**src/rtl/pipe_stall_ctrl_pkg.sv**
```systemverilog
// ----------------------------------------------------------------------------
// pipe_ctrl_pkg
// Shared types and constants for the pipeline sequencing controller.
//   state_t          : controller FSM state (RUN, WAIT)
//   REG_W            : register-index width used by the hazard compare
//   WCNT_W           : width of the internal memory-wait counter
//   CNT_W_DEFAULT    : default width of the statistics counters
//   MAX_WAIT_DEFAULT : default wait count at which mem_timeout sets
// ----------------------------------------------------------------------------
package pipe_ctrl_pkg;

    localparam int REG_W            = 4;
    localparam int WCNT_W           = 8;
    localparam int CNT_W_DEFAULT    = 16;
    localparam int MAX_WAIT_DEFAULT = 255;

    typedef enum logic [0:0] {
        RUN  = 1'b0,
        WAIT = 1'b1
    } state_t;

endpackage

```
**src/rtl/pipe_stall_ctrl_if.sv**
```systemverilog
// ----------------------------------------------------------------------------
// pipe_stall_ctrl_if
// Bundle of pipeline-status inputs and sequencing outputs exchanged between
// the pipeline datapath (master) and the stall controller (slave).
//   inputs to controller : forward_en, id_src1/2, id_one_src, id_two_src,
//                          exe_dest, exe_wb_en, exe_mem_read, mem_dest,
//                          mem_wb_en, mem_req, mem_ready, branch_taken,
//                          stat_clr
//   outputs from ctrl    : hazard, freeze, flush, mem_timeout,
//                          stall_cnt, wait_cnt
// ----------------------------------------------------------------------------
interface pipe_stall_ctrl_if
    import pipe_ctrl_pkg::*;
#(
    parameter int CNT_W = CNT_W_DEFAULT
) ();

    logic             forward_en;
    logic [REG_W-1:0] id_src1;
    logic [REG_W-1:0] id_src2;
    logic             id_one_src;
    logic             id_two_src;
    logic [REG_W-1:0] exe_dest;
    logic             exe_wb_en;
    logic             exe_mem_read;
    logic [REG_W-1:0] mem_dest;
    logic             mem_wb_en;
    logic             mem_req;
    logic             mem_ready;
    logic             branch_taken;
    logic             stat_clr;

    logic             hazard;
    logic             freeze;
    logic             flush;
    logic             mem_timeout;
    logic [CNT_W-1:0] stall_cnt;
    logic [CNT_W-1:0] wait_cnt;

    // Pipeline datapath side.
    modport master (
        output forward_en, id_src1, id_src2, id_one_src, id_two_src,
        output exe_dest, exe_wb_en, exe_mem_read, mem_dest, mem_wb_en,
        output mem_req, mem_ready, branch_taken, stat_clr,
        input  hazard, freeze, flush, mem_timeout, stall_cnt, wait_cnt
    );

    // Stall controller side.
    modport slave (
        input  forward_en, id_src1, id_src2, id_one_src, id_two_src,
        input  exe_dest, exe_wb_en, exe_mem_read, mem_dest, mem_wb_en,
        input  mem_req, mem_ready, branch_taken, stat_clr,
        output hazard, freeze, flush, mem_timeout, stall_cnt, wait_cnt
    );

endinterface

```
**src/rtl/pipe_stall_ctrl_hazard_detect.sv**
```systemverilog
// ----------------------------------------------------------------------------
// hazard_detect
// Purely combinational read-after-write detector for the instruction in ID.
// Kept free of interface ports so the forwarding unit can reuse it.
//   forward_en            : forwarding enabled -> only load-use is a hazard
//   id_src1/2, id_*_src   : ID source registers and their use flags
//   exe_dest/wb_en/mem_read : producer in EXE
//   mem_dest/wb_en        : producer in MEM
//   raw                   : ID must wait for a producer
// ----------------------------------------------------------------------------
module hazard_detect
    import pipe_ctrl_pkg::*;
(
    input  logic             forward_en,
    input  logic [REG_W-1:0] id_src1,
    input  logic [REG_W-1:0] id_src2,
    input  logic             id_one_src,
    input  logic             id_two_src,
    input  logic [REG_W-1:0] exe_dest,
    input  logic             exe_wb_en,
    input  logic             exe_mem_read,
    input  logic [REG_W-1:0] mem_dest,
    input  logic             mem_wb_en,
    output logic             raw
);

    logic hit_exe;
    logic hit_mem;

    assign hit_exe = exe_wb_en & ((id_one_src & (id_src1 == exe_dest)) |
                                  (id_two_src & (id_src2 == exe_dest)));
    assign hit_mem = mem_wb_en & ((id_one_src & (id_src1 == mem_dest)) |
                                  (id_two_src & (id_src2 == mem_dest)));

    // With forwarding, every producer can be bypassed except a load still in
    // EXE, whose data only exists after the memory stage.
    assign raw = forward_en ? (hit_exe & exe_mem_read) : (hit_exe | hit_mem);

endmodule

```
**src/rtl/pipe_stall_ctrl.sv**
```systemverilog
// ----------------------------------------------------------------------------
// pipe_stall_ctrl
// Pipeline sequencing controller: decode bubbles (hazard), whole-pipe freeze
// during multi-cycle data-memory accesses, front-end flush on taken branch,
// saturating stall statistics and a sticky memory-timeout flag.
//   clk  : clock, rising edge
//   rst  : asynchronous active-low reset
//   bus  : pipe_stall_ctrl_if.slave (pipeline status in, sequencing out)
// Priority among simultaneous events: freeze > flush > hazard.
// ----------------------------------------------------------------------------
module pipe_stall_ctrl
    import pipe_ctrl_pkg::*;
#(
    parameter int MAX_WAIT = MAX_WAIT_DEFAULT,
    parameter int CNT_W    = CNT_W_DEFAULT
) (
    input  logic                clk,
    input  logic                rst,
    pipe_stall_ctrl_if.slave    bus
);

    logic raw;
    logic freeze_c;
    logic hazard_c;
    logic flush_c;

    state_t            state_q, state_d;
    logic [WCNT_W-1:0] wcnt_q, wcnt_d;
    logic              timeout_q, timeout_d;
    logic [CNT_W-1:0]  stall_q, stall_d;
    logic [CNT_W-1:0]  wait_q, wait_d;

    hazard_detect u_hazard_detect (
        .forward_en   (bus.forward_en),
        .id_src1      (bus.id_src1),
        .id_src2      (bus.id_src2),
        .id_one_src   (bus.id_one_src),
        .id_two_src   (bus.id_two_src),
        .exe_dest     (bus.exe_dest),
        .exe_wb_en    (bus.exe_wb_en),
        .exe_mem_read (bus.exe_mem_read),
        .mem_dest     (bus.mem_dest),
        .mem_wb_en    (bus.mem_wb_en),
        .raw          (raw)
    );

    // Freeze depends only on the live handshake, not on the FSM state, so a
    // single-cycle access never stalls. The rst term keeps the combinational
    // outputs quiet while the block is held in reset.
    assign freeze_c = rst & bus.mem_req & ~bus.mem_ready;
    // A frozen branch stays in EXE; its flush lands in the release cycle.
    assign flush_c  = rst & bus.branch_taken & ~freeze_c;
    // The ID instruction is discarded by a flush, so no bubble is needed.
    assign hazard_c = rst & raw & ~freeze_c & ~bus.branch_taken;

    assign bus.freeze      = freeze_c;
    assign bus.flush       = flush_c;
    assign bus.hazard      = hazard_c;
    assign bus.mem_timeout = timeout_q;
    assign bus.stall_cnt   = stall_q;
    assign bus.wait_cnt    = wait_q;

    // NOTE: every signal written here gets a default first so no path through
    // the block leaves it unassigned, which would otherwise infer a latch.
    always_comb begin
        state_d   = state_q;
        wcnt_d    = wcnt_q;
        timeout_d = timeout_q;
        stall_d   = stall_q;
        wait_d    = wait_q;

        case (state_q)
            RUN:     if (bus.mem_req && !bus.mem_ready) state_d = WAIT;
            WAIT:    if (bus.mem_ready || !bus.mem_req) state_d = RUN;
            default: state_d = RUN;
        endcase

        // Counter is zero whenever RUN is (re)entered; it counts only cycles
        // actually spent in WAIT that continue waiting.
        if (state_d == RUN) begin
            wcnt_d = '0;
        end else if (state_q == WAIT) begin
            wcnt_d = wcnt_q + 1'b1;
        end

        if (bus.stat_clr) begin
            timeout_d = 1'b0;
            stall_d   = '0;
            wait_d    = '0;
        end else begin
            if (state_q == WAIT && wcnt_q == WCNT_W'(MAX_WAIT - 1)) begin
                timeout_d = 1'b1;
            end
            if (hazard_c && stall_q != '1) stall_d = stall_q + 1'b1;
            if (freeze_c && wait_q  != '1) wait_d  = wait_q  + 1'b1;
        end
    end

    // NOTE: sequential state uses non-blocking assignments so every register
    // samples the pre-edge values, independent of statement order.
    always_ff @(posedge clk or negedge rst) begin
        if (!rst) begin
            state_q   <= RUN;
            wcnt_q    <= '0;
            timeout_q <= 1'b0;
            stall_q   <= '0;
            wait_q    <= '0;
        end else begin
            state_q   <= state_d;
            wcnt_q    <= wcnt_d;
            timeout_q <= timeout_d;
            stall_q   <= stall_d;
            wait_q    <= wait_d;
        end
    end

endmodule

```
**src/flat_wrapper.sv**
```systemverilog
// flat-port wrapper written by rule: the top's interface ports become plain ports
module pipe_stall_ctrl_flat import pipe_ctrl_pkg::*;
#(
    parameter int MAX_WAIT = MAX_WAIT_DEFAULT,
    parameter int CNT_W    = CNT_W_DEFAULT
)
  (clk, rst, bus_forward_en, bus_id_src1, bus_id_src2, bus_id_one_src, bus_id_two_src, bus_exe_dest, bus_exe_wb_en, bus_exe_mem_read, bus_mem_dest, bus_mem_wb_en, bus_mem_req, bus_mem_ready, bus_branch_taken, bus_stat_clr, bus_hazard, bus_freeze, bus_flush, bus_mem_timeout, bus_stall_cnt, bus_wait_cnt);
  pipe_stall_ctrl_if #(.CNT_W(CNT_W)) bus_i ();
  input  logic clk;
  input  logic rst;
  input wire logic [$bits(bus_i.forward_en)-1:0] bus_forward_en;
  input wire logic [$bits(bus_i.id_src1)-1:0] bus_id_src1;
  input wire logic [$bits(bus_i.id_src2)-1:0] bus_id_src2;
  input wire logic [$bits(bus_i.id_one_src)-1:0] bus_id_one_src;
  input wire logic [$bits(bus_i.id_two_src)-1:0] bus_id_two_src;
  input wire logic [$bits(bus_i.exe_dest)-1:0] bus_exe_dest;
  input wire logic [$bits(bus_i.exe_wb_en)-1:0] bus_exe_wb_en;
  input wire logic [$bits(bus_i.exe_mem_read)-1:0] bus_exe_mem_read;
  input wire logic [$bits(bus_i.mem_dest)-1:0] bus_mem_dest;
  input wire logic [$bits(bus_i.mem_wb_en)-1:0] bus_mem_wb_en;
  input wire logic [$bits(bus_i.mem_req)-1:0] bus_mem_req;
  input wire logic [$bits(bus_i.mem_ready)-1:0] bus_mem_ready;
  input wire logic [$bits(bus_i.branch_taken)-1:0] bus_branch_taken;
  input wire logic [$bits(bus_i.stat_clr)-1:0] bus_stat_clr;
  output wire logic [$bits(bus_i.hazard)-1:0] bus_hazard;
  output wire logic [$bits(bus_i.freeze)-1:0] bus_freeze;
  output wire logic [$bits(bus_i.flush)-1:0] bus_flush;
  output wire logic [$bits(bus_i.mem_timeout)-1:0] bus_mem_timeout;
  output wire logic [$bits(bus_i.stall_cnt)-1:0] bus_stall_cnt;
  output wire logic [$bits(bus_i.wait_cnt)-1:0] bus_wait_cnt;
  assign bus_i.forward_en = bus_forward_en;
  assign bus_i.id_src1 = bus_id_src1;
  assign bus_i.id_src2 = bus_id_src2;
  assign bus_i.id_one_src = bus_id_one_src;
  assign bus_i.id_two_src = bus_id_two_src;
  assign bus_i.exe_dest = bus_exe_dest;
  assign bus_i.exe_wb_en = bus_exe_wb_en;
  assign bus_i.exe_mem_read = bus_exe_mem_read;
  assign bus_i.mem_dest = bus_mem_dest;
  assign bus_i.mem_wb_en = bus_mem_wb_en;
  assign bus_i.mem_req = bus_mem_req;
  assign bus_i.mem_ready = bus_mem_ready;
  assign bus_i.branch_taken = bus_branch_taken;
  assign bus_i.stat_clr = bus_stat_clr;
  assign bus_hazard = bus_i.hazard;
  assign bus_freeze = bus_i.freeze;
  assign bus_flush = bus_i.flush;
  assign bus_mem_timeout = bus_i.mem_timeout;
  assign bus_stall_cnt = bus_i.stall_cnt;
  assign bus_wait_cnt = bus_i.wait_cnt;
  pipe_stall_ctrl #(.MAX_WAIT(MAX_WAIT), .CNT_W(CNT_W)) u_core (.clk(clk), .rst(rst), .bus(bus_i));
endmodule
```
**config.mk**
```make
export PLATFORM = sky130hd
export DESIGN_NAME = pipe_stall_ctrl_flat
export DESIGN_NICKNAME = d
export VERILOG_FILES = /design/src/rtl/pipe_stall_ctrl_pkg.sv /design/src/rtl/pipe_stall_ctrl_if.sv /design/src/rtl/pipe_stall_ctrl_hazard_detect.sv /design/src/rtl/pipe_stall_ctrl.sv /design/src/flat_wrapper.sv
export SDC_FILE = /design/constraint.sdc
export NUM_CORES = 1
export LEC_CHECK = 0
export BUFFER_PORTS_ARGS = -buffer_cell sky130_fd_sc_hd__buf_2
export CORE_UTILIZATION = 35
export DETAILED_ROUTE_END_ITERATION = 7
export SYNTH_ARGS = -nofsm -noshare
export SYNTH_HDL_FRONTEND = slang
export SYNTH_HIERARCHICAL = 1
export SYNTH_SLANG_ARGS = --single-unit
export TNS_END_PERCENT = 30
```
**constraint.sdc**
```tcl
create_clock -name clk -period 1.9 [get_ports clk]
set_clock_uncertainty 0.05 [all_clocks]
set_input_delay 0.19 -clock clk [delete_from_list [all_inputs] [get_ports clk]]
set_output_delay 0.19 -clock clk [all_outputs]
set_load 0.05 [all_outputs]
```
==> out/results.txt, run 1 <==
Cells after Synth - 282
Startpoint Class - input port
Via density - 5.431
Critical path data required time - 2.08 ns
Reg-to-reg critical path startpoint - u_core/bus.stall_cnt[0]
Post-synth top area share - 40.92%
Worst setup EP type - flop
Starting Density - 36.99%
Commonest cells after routing, fill and taps aside - 59 x buf_2, 39 x buf_4, 30 x dfrtp_1, 21 x nor2_1, 20 x nand2_1
R2R Setup Slk - 0.02 ns
Seq/Total Area, Yosys - 40.92%
Port Buffer Count - 63
Final hold violation count - 0
Area occupied by multi-input gates - 0.001577 mm²
Die Area - 0.007686 mm²
Crit share post-route - 99.64%
Post-Place Setup Slack - -0.3336 ns
Dpl cells - 471
# diodes - 0
Worst Path Buf+Inv - 2
Global-route wire length before repair - 11470 µm
Worst hold start - bus_mem_req
Total CTS buffers - 5
Clk Latency, worst-skew pair - 0.30 ns
Hold Crit Class - input port to flop
P&R area growth vs syn - 42.08%
Slew Viols, Final - 0
Initial drt markers - 152
GRT Total Usage - 18.98%
Die height - 87.67 µm
Post-route insts no fill - 490
Register bit total from synthesis - 42
Share of cells above drive strength 1 - 40.36%
Register-to-Register Path Depth - 5
GPL Wtd Cong - 0.8209
RSZ-0062 raised after global routing - true
Root buf cell - clkbuf_8
Top_reg_cell synth - dfrtp_1
CTS Sinks - 42
Syn Nets - 314
Crit path cell chain - buf_2, xor2_1, nor3_1, nand4_1, nand3_1, nor2b_4, nand3_4, buf_6, or4_4, a21oi_1
Drt drc - 0
Synth area leaders - dfrtp_1 41%, xor2_1 5.5%, nand4_1 4.6%
Critical path data arrival time - 2.08 ns
Final setup violation count - 0
Crit Path Max Fanout - 7
Post-DP HPWL - 5124 µm
Number of global-route vias before repair - 2417
WS Path Type - input port to flop
Crit-path leading delay family - simple AND/OR/NAND/NOR gates
Core area - 0.006944 mm²
Peak VDD IR - 0.4005 mV
Ports - 64
Pin count of the biggest net entering global routing - 22
Max cap viols - 0
Rows - 30
Grt total ovfl - 0
Syn. warnings - 6
CTS tree - yes
Pleak - 1.625 nW
Max_slew headroom - 65.81%
Reg clk slew, reported paths - 0.09 ns
R2r endpoint - u_core/bus.stall_cnt[14]
Initial antenna violation count - 0
Die X - 87.67 µm
Cell area after synthesis - 0.002569 mm²
Post-synth EDFFs - 0
Status - finished clean
Final net count - 425
# H-tree levels - 2
Via Count - 2661
Final setup margin - 0.006813 ns
Critical Path Slowest Stage Cell - or4_4
Slowest stage delay, CP - 0.49 ns
Fill cells - 656
Pre-Repair DR Iteration Count - 4
Netlist cell types - 43
Synthesized area per cell - 9.109 µm²
WL per Instance - 14.69 µm
DRT Wirelength - 7196 µm
Most common cell after layout, fill and taps aside - buf_2
WHS Path Cells - 3
Worst hold endpoint - u_core/state_q
Async SR Flop Fraction - 100.0%
Power density of the placed cells - 497.0 mW/mm²
Largest area contributor in the synthesized netlist - dfrtp_1
CTS Buffer Depth - 2
Register area - 0.001066 mm²
Tmin final - 1.893 ns
FMAX - 528.2 MHz
Worst Tran Pin Value - 0.5112 ns
Routed Antenna Nets - 0
-- power by group --
part / total, mW / leakage (nW) / internal (mW) / switching [mW]
combinational: 0.203 / 1.01 / 0.0865 / 0.116
clock: 0.709 / 0.0514 / 0.392 / 0.316
sequential: 0.903 / 0.565 / 0.897 / 0.00558
total: 1.81 / 1.63 / 1.38 / 0.438
-- sequential cells by signal, indices dropped and copies added, names as in the netlist --
signal and cells:
u_core/state_q 1, u_core/bus.mem_timeout 1, u_core/bus.stall_cnt 16, u_core/bus.wait_cnt 16, u_core/wcnt_q 8
-- tightest hold or removal path, delay by kind of cell --
kind	cells	cell delay (ns)
buffers and inverters	2	0.20
AND/OR/NAND/NOR	1	0.09
-- what timing repair did --
item	CTS	global route
buffers inserted	4	1
hold buffers	5	0
resized for setup	1	26
pin swaps	1	12
cloned	1	0
hold endpoints to repair	4	0
setup endpoints to repair	2	21
-- how the worst max path moves through the flow --
stage / startpoint / to / slack (ns) / cells after the start
floorplan: bus_exe_dest[3] / u_core/bus.stall_cnt[9] / -0.12 / 9
global placement: bus_exe_dest[3] / u_core/bus.stall_cnt[11] / -0.27 / 9
detailed placement: bus_exe_dest[3] / u_core/bus.stall_cnt[10] / -0.33 / 9
finish: bus_id_src2[3] / u_core/bus.stall_cnt[5] / 0.007 / 10
CTS: bus_exe_dest[3] / u_core/bus.stall_cnt[5] / 0.004 / 10
global route: bus_id_src1[2] / bus_hazard / -0.14 / 10
-- per-layer routing --
| layer | track usage [%] | up-vias | part of all wire [%] |
|---|---|---|---|
| met5 | 0 | - | 0 |
| met4 | 5.067 | 0 | 0.86 |
| met3 | 2.922 | 6 | 4.6 |
| met2 | 31.89 | 68 | 48 |
| met1 | 25.53 | 1301 | 47 |
| li1 | - | 1286 | - |
-- area by class of cell --
cell class / instances / share of cell area (%)
Inverter: 8 / 0.9256
Timing Repair Buffer: 112 / 20.36
Multi-Input combinational cell: 224 / 43.20
Sequential cell: 42 / 29.21
Clock buffer: 6 / 1.988
Tap cell: 96 / 3.291
Clock inverter: 2 / 1.028
-- cell usage after synthesis, types with 2 or more instances --
| library cell | n |
|---|---|
| ha_1 | 4 |
| o21ai_0 | 10 |
| nand3_1 | 11 |
| clkbuf_1 | 5 |
| xor2_1 | 16 |
| a21oi_1 | 22 |
| or4_1 | 12 |
| o41ai_1 | 2 |
| nor2b_1 | 8 |
| nor4_1 | 6 |
| buf_2 | 2 |
| mux2_2 | 6 |
| nand4_2 | 2 |
| dfrtp_1 | 42 |
| a211oi_1 | 2 |
| and3_1 | 7 |
| and4_1 | 3 |
| xnor2_1 | 5 |
| mux2i_1 | 2 |
| o31ai_1 | 13 |
| or3_1 | 10 |
| or2_2 | 2 |
| inv_1 | 8 |
| nor4_2 | 2 |
| nor3_1 | 4 |
| nand4_1 | 19 |
| o311ai_0 | 2 |
| nor2_1 | 21 |
| nand2_1 | 20 |
-- cell families (layout without fill, tap and decap cells) --
group | count (synthesis) | count (layout) | synth area share, %
flip-flops | 42 | 42 | 40.92
buffers and inverters | 17 | 128 | 2.728
AND/OR/NAND/NOR | 133 | 134 | 30.05
AO/OA/AOI/OAI | 57 | 57 | 13.79
XOR/XNOR | 21 | 21 | 7.160
adder cells (fa/ha/maj) | 4 | 4 | 1.948
multiplexers | 8 | 8 | 3.409
-- per-stage QoR --
stage	hold WS, ns	util [%]	total power [mW]	setup TNS, ns	area, µm²
final	0.1743	52.56	1.814	0	3650
after global routing	0.2025	52.56	1.894	-1.302	3650
after CTS	0.1637	51.03	1.837	0	3543
after detailed placement	0.04416	48.11	1.103	-3.292	3341
after global placement	0.03921	48.11	1.099	-2.605	3341
after floorplan	-0.1556	-	0.9980	-1.170	2656
Note: power is estimated with default switching activity, not from simulation.
==> inputs of run 2 (changes only) <==
==> constraint.sdc (replaced) <==
create_clock -name clk -period 1.9 [get_ports clk]
set_clock_uncertainty 0.05 [all_clocks]
set_input_delay 0 -clock clk [delete_from_list [all_inputs] [get_ports clk]]
set_output_delay 0 -clock clk [all_outputs]
set_load 0.05 [all_outputs]
==> run 2 against run 1 <==
Worst setup slack better by 0.054 ns. Maximum frequency up 2.9%. Largest cell class unchanged. Wire length decreased by 1.9%. Sequential power hardly changed. Clock-buffer cell count is 1 higher. Combinational power is 10% lower. Worst hold slack got worse by 0.16 ns. Global-route usage rose by 0.19 points. Design area fell by 6.0%. Highest routed layer unchanged. Critical path depth shrank 4.
==> out/results.txt, run 2 (synthesis gave the netlist of run 1 again) <==
Status - finished clean
Grt total ovfl - 0
Number of global-route vias before repair - 2430
RSZ-0062 raised after global routing - true
Finished Cell Area - 0.003432 mm²
Most common cell after layout, fill and taps aside - buf_2
Initial antenna violation count - 0
Root buf cell - clkbuf_8
Max_slew headroom - 74.87%
Starting Density - 36.99%
Critical path data required time - 2.04 ns
R2R Setup Slk - 0.06 ns
Crit-path leading delay family - simple AND/OR/NAND/NOR gates
Commonest cells after routing, fill and taps aside - 63 x buf_2, 35 x buf_4, 28 x dfrtp_1, 22 x a21oi_1, 21 x nor2_1
End of the critical path - u_core/bus.stall_cnt[9]
Ports - 64
Die X - 87.67 µm
Core area - 0.006944 mm²
Crit share post-route - 96.81%
Slew Viols, Final - 0
GPL Wtd Cong - 0.7800
Die Area - 0.007686 mm²
Global-route wire length before repair - 11500 µm
Reg clk slew, reported paths - 0.08 ns
Post-DP HPWL - 5118 µm
Reg-to-reg critical path startpoint - u_core/bus.stall_cnt[0]
Worst Path Buf+Inv - 1
Hold Crit Class - input port to flop
WS Path Type - flop to flop
Critical path data arrival time - 1.98 ns
Critical Path Slowest Stage Cell - dfrtp_2
CTS Sinks - 42
Share of cells above drive strength 1 - 37.27%
Setup TNS - 0 ns
Peak VDD IR - 0.2683 mV
Port Buffer Count - 63
Crit Path Max Fanout - 4
Tmin final - 1.839 ns
Via density - 5.455
Clk Latency, worst-skew pair - 0.30 ns
Max cap viols - 0
GRT Total Usage - 19.17%
CTS Buffer Depth - 2
Tot Pwr - 1.703 mW
Crit. Startpoint - u_core/bus.stall_cnt[0]
Worst setup EP type - flop
R2r endpoint - u_core/bus.stall_cnt[9]
DRT Wirelength - 7060 µm
Drt drc - 0
# H-tree levels - 2
Register-to-Register Path Depth - 6
CTS tree - yes
Startpoint Class - flop
# diodes - 0
Final setup violation count - 0
CP Depth - 6
Pleak - 1.545 nW
P&R area growth vs syn - 33.61%
Rows - 30
Pre-Repair DR Iteration Count - 4
Total CTS buffers - 5
FMAX - 543.6 MHz
WL per Instance - 14.80 µm
Power density of the placed cells - 496.3 mW/mm²
Final net count - 412
Worst Tran Pin Value - 0.3720 ns
Slowest stage delay, CP - 0.37 ns
Routed Antenna Nets - 0
Pin count of the biggest net entering global routing - 23
Via Count - 2602
Crit path cell chain - ha_2, nand4_1, buf_4, nor3_1, and4bb_2, mux2_2
Die height - 87.67 µm
Placed instance area - 0.003286 mm²
Final hold violation count - 0
Initial drt markers - 149
==> run 2: repair_timing <==
action | 4_1_cts | 5_1_grt
setup endpoints to repair | 0 | 15
endpoints found under the hold margin | 30 | 0
hold buffers | 1 | 0
buffers inserted | 0 | 3
resized for setup | 0 | 4
==> run 2: final cells by class <==
cell class / count / area [µm²]
fill: 677 / 3512
multi-input combinational: 223 / 1510
clock inverter: 1 / 5.005
clock buffer: 7 / 86.33
inverter: 8 / 33.78
sequential: 42 / 1069
tap: 96 / 120.1
timing repair buffer: 100 / 608.1
==> run 2: through the flow <==
stage / setup slack, ns / cells / hold WS (ns) / util [%]
floorplan: -0.08676 / 282 / -0.3456 / -
global placement: -0.1071 / 465 / -0.1582 / 47.32
detailed placement: -0.1656 / 465 / -0.1596 / 47.32
CTS: 0.04333 / 474 / 0.0003501 / 48.77
global route: -0.03623 / 477 / 0.03204 / 49.42
finish: 0.06053 / 477 / 0.01122 / 49.42
==> run 2: worst reg2reg max path: stages, from the launching register on <==
cell and delay, ns:
dfrtp_2 0.37, ha_2 0.22, nand4_1 0.18, buf_4 0.20, nor3_1 0.18, and4bb_2 0.27
mux2_2 0.27
==> run 2: worst min-delay path by stage <==
stage	from	to	slack (ns)	cells after the start
after floorplan	rst	u_core/bus.mem_timeout	-0.35	0
after global placement	rst	u_core/bus.wait_cnt[4]	-0.16	1
after detailed placement	rst	u_core/bus.wait_cnt[4]	-0.16	1
after CTS	bus_stat_clr	u_core/bus.stall_cnt[14]	0.0004	2
after global routing	bus_stat_clr	u_core/bus.stall_cnt[8]	0.03	2
final	bus_stat_clr	u_core/bus.stall_cnt[14]	0.01	2
==> run 2: per-layer routing <==
metal	global-route usage (%)	vias to the layer above	routed length, µm
met5	0	-	0
met4	5.514	0	72
met3	3.676	7	344
met2	31.46	76	3419
met1	25.80	1257	3224
li1	-	1262	-
==> run 2: power breakdown <==
part / internal (mW) / switching, mW / total (mW) / leakage (nW)
logic: 0.0725 / 0.109 / 0.182 / 0.935
registers: 0.897 / 0.00536 / 0.902 / 0.562
clock network: 0.294 / 0.325 / 0.619 / 0.0482
